File: src/rtl/ram_scan.sv
// ram_scan: sweeps a 16x8 RAM read port over all addresses, holds each one for DWELL cycles, and drives address/data onto 7-seg displays.
// Latency: start -> first capture takes 1 + RD_LAT cycles; each address takes 1 + RD_LAT + DWELL cycles while not paused.
// Backpressure: none downstream; pause freezes the dwell count only in SHOW, and an issued read always completes.
// Optional feature: define RAM_SCAN_ADDR_HEX_EN to show cur_addr on hex2; otherwise hex2 stays blank.
module ram_scan #(
    parameter int ADDR_W = 4,
    parameter int DATA_W = 8,
    parameter int DWELL  = 25_000_000,
    parameter int RD_LAT = 1
) (
    input  logic              clk,
    input  logic              clrn,
    input  logic              start,
    input  logic              loop,
    input  logic              pause,
    output logic [ADDR_W-1:0] rdaddr,
    input  logic [DATA_W-1:0] rddata,
    output logic [ADDR_W-1:0] cur_addr,
    output logic [DATA_W-1:0] cur_data,
    output logic              valid,
    output logic              done,
    output logic [6:0]        hex0,
    output logic [6:0]        hex1,
    output logic [6:0]        hex2
);

    localparam int DW_W  = (DWELL  > 1) ? $clog2(DWELL)  : 1;
    localparam int LAT_W = (RD_LAT > 1) ? $clog2(RD_LAT) : 1;
    localparam logic [DW_W-1:0]   DWELL_LAST = DW_W'(DWELL - 1);
    localparam logic [LAT_W-1:0]  LAT_LAST   = LAT_W'(RD_LAT - 1);
    localparam logic [ADDR_W-1:0] ADDR_MAX   = '1;
    localparam logic [6:0]        BLANK      = 7'h7F;

    typedef enum logic [1:0] {
        IDLE,
        ISSUE,
        WAIT,
        SHOW
    } state_t;

    state_t              state_q, state_d;
    logic [ADDR_W-1:0]   addr_q, addr_d;
    logic [DW_W-1:0]     dwell_q, dwell_d;
    logic [LAT_W-1:0]    lat_q, lat_d;
    logic [ADDR_W-1:0]   cur_addr_q, cur_addr_d;
    logic [DATA_W-1:0]   cur_data_q, cur_data_d;
    logic                done_q, done_d;
    logic                blank;

    // Active-low segments {g,f,e,d,c,b,a} for one hex digit.
    function automatic logic [6:0] seg7(input logic [3:0] v);
        logic [6:0] s;
        case (v)
            4'h0:    s = 7'h40;
            4'h1:    s = 7'h79;
            4'h2:    s = 7'h24;
            4'h3:    s = 7'h30;
            4'h4:    s = 7'h19;
            4'h5:    s = 7'h12;
            4'h6:    s = 7'h02;
            4'h7:    s = 7'h78;
            4'h8:    s = 7'h00;
            4'h9:    s = 7'h10;
            4'hA:    s = 7'h08;
            4'hB:    s = 7'h03;
            4'hC:    s = 7'h46;
            4'hD:    s = 7'h21;
            4'hE:    s = 7'h06;
            4'hF:    s = 7'h0E;
            default: s = BLANK;
        endcase
        return s;
    endfunction

    // State and datapath registers; reset drops any read in flight.
    always_ff @(posedge clk) begin
        if (!clrn) begin
            state_q    <= IDLE;
            addr_q     <= '0;
            dwell_q    <= '0;
            lat_q      <= '0;
            cur_addr_q <= '0;
            cur_data_q <= '0;
            done_q     <= 1'b0;
        end else begin
            state_q    <= state_d;
            addr_q     <= addr_d;
            dwell_q    <= dwell_d;
            lat_q      <= lat_d;
            cur_addr_q <= cur_addr_d;
            cur_data_q <= cur_data_d;
            done_q     <= done_d;
        end
    end

    // Next-state: issue the address, wait out the RAM latency, capture, then dwell.
    always_comb begin
        state_d    = state_q;
        addr_d     = addr_q;
        dwell_d    = dwell_q;
        lat_d      = lat_q;
        cur_addr_d = cur_addr_q;
        cur_data_d = cur_data_q;
        done_d     = 1'b0;
        case (state_q)
            IDLE: begin
                addr_d = '0;
                if (start) begin
                    state_d = ISSUE;
                end
            end
            ISSUE: begin
                lat_d   = '0;
                state_d = WAIT;
            end
            WAIT: begin
                if (lat_q == LAT_LAST) begin
                    cur_data_d = rddata;
                    cur_addr_d = addr_q;
                    dwell_d    = '0;
                    state_d    = SHOW;
                end else begin
                    lat_d = lat_q + 1'b1;
                end
            end
            SHOW: begin
                if (!pause) begin
                    if (dwell_q == DWELL_LAST) begin
                        dwell_d = '0;
                        if (addr_q != ADDR_MAX) begin
                            addr_d  = addr_q + 1'b1;
                            state_d = ISSUE;
                        end else if (loop) begin
                            addr_d  = '0;
                            state_d = ISSUE;
                        end else begin
                            // Single sweep finished: done lines up with the IDLE cycle.
                            addr_d  = '0;
                            done_d  = 1'b1;
                            state_d = IDLE;
                        end
                    end else begin
                        dwell_d = dwell_q + 1'b1;
                    end
                end
            end
            default: begin
                state_d = IDLE;
            end
        endcase
    end

    assign rdaddr   = addr_q;
    assign cur_addr = cur_addr_q;
    assign cur_data = cur_data_q;
    assign valid    = (state_q == SHOW);
    assign done     = done_q;

    // Displays go dark in IDLE; captured values stay latched underneath.
    assign blank = (state_q == IDLE);
    assign hex0  = blank ? BLANK : seg7(cur_data_q[3:0]);
    assign hex1  = blank ? BLANK : seg7(cur_data_q[7:4]);

`ifdef RAM_SCAN_ADDR_HEX_EN
    assign hex2 = blank ? BLANK : seg7(4'(cur_addr_q));
`else
    assign hex2 = BLANK;
`endif

endmodule

File: config.mk
export PLATFORM = sky130hd
export DESIGN_NAME = ram_scan
export DESIGN_NICKNAME = d
export VERILOG_FILES = /design/src/rtl/ram_scan.sv
export SDC_FILE = /design/constraint.sdc
export NUM_CORES = 1
export LEC_CHECK = 0
export CAP_MARGIN = 25
export CORE_ASPECT_RATIO = 0.7
export CORE_MARGIN = 4
export CORE_UTILIZATION = 50
export CTS_BUF_LIST = sky130_fd_sc_hd__clkbuf_2 sky130_fd_sc_hd__clkbuf_4 sky130_fd_sc_hd__clkbuf_8
export CTS_CLUSTER_SIZE = 24
export DETAILED_ROUTE_END_ITERATION = 6
export MAX_ROUTING_LAYER = met4
export PLACE_DENSITY = 0.76
export REMOVE_ABC_BUFFERS = 1
export SLEW_MARGIN = 20
export SYNTH_ARGS = -nofsm -noshare
export SYNTH_HDL_FRONTEND = slang
export SYNTH_SLANG_ARGS = --single-unit
File: constraint.sdc
create_clock -name clk -period 7.25 [get_ports clk]
set_input_delay 1.8125 -clock clk [delete_from_list [all_inputs] [get_ports clk]]
set_output_delay 1.8125 -clock clk [all_outputs]
set_load 0.02 [all_outputs]
==> flow_metrics.tcl <==
set metrics [dict create \
    multi_input_area_sq_um 1690 \
    fin_crit_sh_pct 62.4 \
    cts.sinks 58 \
    post-synth-top-area-cell "dfxtp_1" \
    rows 23 \
    area_growth_syn_to_layout_pct 19.9 \
    synth_top_area_share_pct 38.4 \
    drt-initial-drc-count 146 \
    synth_area_leaders "dfxtp_1 38%, ha_1 7.5%, nor2_1 6.3%" \
    p_total_w 0.00109 \
    die_area_sq_um 7370 \
    synth_area_sq_um 3020 \
    nFillCells 512 \
    ys_ff_latch 58 \
    ioPinCount 52 \
    slowest_delay_ns 0.84 \
    drt_first_pass_iters 4 \
    cp.arrival_ns 4.73 \
    end_kind "flip-flop" \
    drv_slew 0 \
    track_usage_pct 18.7 \
    grt-ovfl-total 0 \
    path_class "in -> reg" \
    wl_per_cell_microns 13.8 \
    fp.dieW_microns 101 \
    synth-seq-area-share_pct 38.4 \
    grt_pass1_vias 2287 \
    worst_slew_pin_slew_ns 0.868 \
    critPathRequiredTime_ns 7.46 \
    vias 2482 \
    ctsResizeCount 0 \
    postCtsSetupBuffers 0 \
    synth_common_cells "58 x dfxtp_1, 51 x nor2_1, 23 x nand2_1" \
    die_y_microns 73.0 \
    grt_pass1_wl_microns 10600 \
    diodes 0 \
    hpwl_microns 4760 \
    hold_class "reg -> reg" \
    p_leak_nw 1.37 \
    fin_setup_tns_ns 0 \
    cp_slowest_cell "clkdlybuf4s50_1" \
    syn_area_per_cell_sq_um 8.61 \
    async_flop_share_pct 0 \
    clk_pin_slew_ns 0.06 \
    power.density_nw_per_um2 302 \
    rsz0062_at_grt "false" \
    skew_ns 0.00703 \
    tritoncts "done" \
    max_freq_mhz 221 \
    cap_violations 0 \
    initial_utilization_pct 52.2 \
    yosysMostFrequentCell "dfxtp_1" \
    root_buffer "clkbuf_8" \
    setup_viol 0 \
    drc 0 \
    synth_cells 351 \
    maxSlewHeadroom_pct 42.2 \
    grt_max_degree 22 \
    finalWirelength_microns 6460 \
    viasPerCell 5.28 \
    crit_chain "clkdlybuf4s50_1 > clkinv_1 > nor2_1 > inv_1 > ha_1 > mux4_2" \
    finalHoldViolCount 0 \
    ys.flop_type "dfxtp_1" \
    synth_edf_count 0 \
    final_area_sq_um 3620 \
    port_buffers 44 \
    clockBufferDepth 2 \
    critPathMaxFanout 19 \
    gp_congestion 0.844 \
    register_area_sq_um 1160 \
    htreeDepth 3 \
    antenna_found_initial 0 \
    min_period_ns 4.53 \
    ctsHoldBuffers 0 \
    dpl-instance-area_sq_um 3460 \
    yosys.cell_types.count 51 \
    vdd_drop_max_mv 0.183 \
    fin_nets 423 \
    design.core.area_sq_um 5780 \
    clock_latency_ns 0.33 \
    drive_above_1_share_pct 9.87 \
    cts_buffers 9 \
    status "complete, no violations" \
    yosysWarnings 0 \
    ant_nets 0 \
    start_kind "input pin" \
]
logic make-up (layout without fill, tap and decap cells):
| group | Yosys count | count (layout) | share of synthesized area, % |
|---|---|---|---|
| compound gates | 40 | 40 | 8.37 |
| xor+xnor | 21 | 21 | 6.09 |
| fa+ha+maj | 18 | 18 | 7.46 |
| buf+inv | 40 | 78 | 6.26 |
| flops | 58 | 58 | 38.4 |
| mux | 19 | 19 | 7.29 |
| other cells | 1 | 7 | 0.124 |
| simple gates | 154 | 154 | 26.0 |
placed cells by master (no fill, tap or decap), types with 10 or more instances in the layout:
master,netlist,final
nand2_1,23,23
nor3_1,14,14
inv_1,19,19
dfxtp_1,58,58
nand3_1,18,18
nor2_1,51,51
mux2i_1,13,13
a21oi_1,12,12
clkbuf_8,0,10
ha_1,18,18
clkdlybuf4s50_1,0,44
xnor2_1,20,20
or2_2,15,15
critical path, delay by kind of cell:
kind                       cells  cell delay (ns)
muxes                          1             0.49
adders and majority gates      1             0.29
and+or+nand+nor                1             0.50
buffers and inverters          3             1.64
report_power, final:
| part | switching (W) | total, W | internal [W] |
|---|---|---|---|
| registers | 0.0000138 | 0.000371 | 0.000357 |
| logic | 0.000262 | 0.000478 | 0.000216 |
| clock network | 0.000118 | 0.000245 | 0.000127 |
final cells by class:
| class | instances | area share [%] |
|---|---|---|
| timing repair buffer | 44 | 12.2 |
| sequential | 58 | 32.1 |
| clock inverter | 4 | 0.553 |
| tap | 75 | 2.59 |
| inverter | 20 | 2.07 |
| multi-input combinational | 259 | 46.8 |
| clock buffer | 10 | 3.80 |
path summary, 6_finish.rpt:
| check | startpoint | to | slack, ns | depth (start not counted) |
|---|---|---|---|---|
| setup / recovery | clrn | flip-flop | 2.72 | 6 |
| hold / removal | cur_addr[1] | cur_addr[1] | 0.51 | 2 |
| setup reg to reg | state_q[0] | dwell_q[16] | 4.33 | 6 |
| hold reg to reg | cur_addr[1] | cur_addr[1] | 0.51 | 2 |
per-layer routing:
| metal | share of wire, % | track usage [%] | up-vias |
|---|---|---|---|
| met2 | 42 | 26.5 | 54 |
| li1 | - | - | 1270 |
| met3 | 3.8 | 4.87 | 7 |
| met1 | 53 | 25.9 | 1151 |
| met5 | 0 | - | - |
| met4 | 1.4 | 6.19 | 0 |
per-stage QoR:
step | hold WS (ns) | instances | util, % | worst slack (ns)
global placement | 0.484 | 456 | 59.9 | 2.63
finish | 0.506 | 470 | 62.6 | 2.72
detailed placement | 0.493 | 456 | 59.9 | 2.43
floorplan | 0.467 | 337 | - | 3.79
global route | 0.547 | 470 | 62.6 | 2.55
CTS | 0.510 | 470 | 62.6 | 2.75
Note: power is estimated with default switching activity, not from simulation.
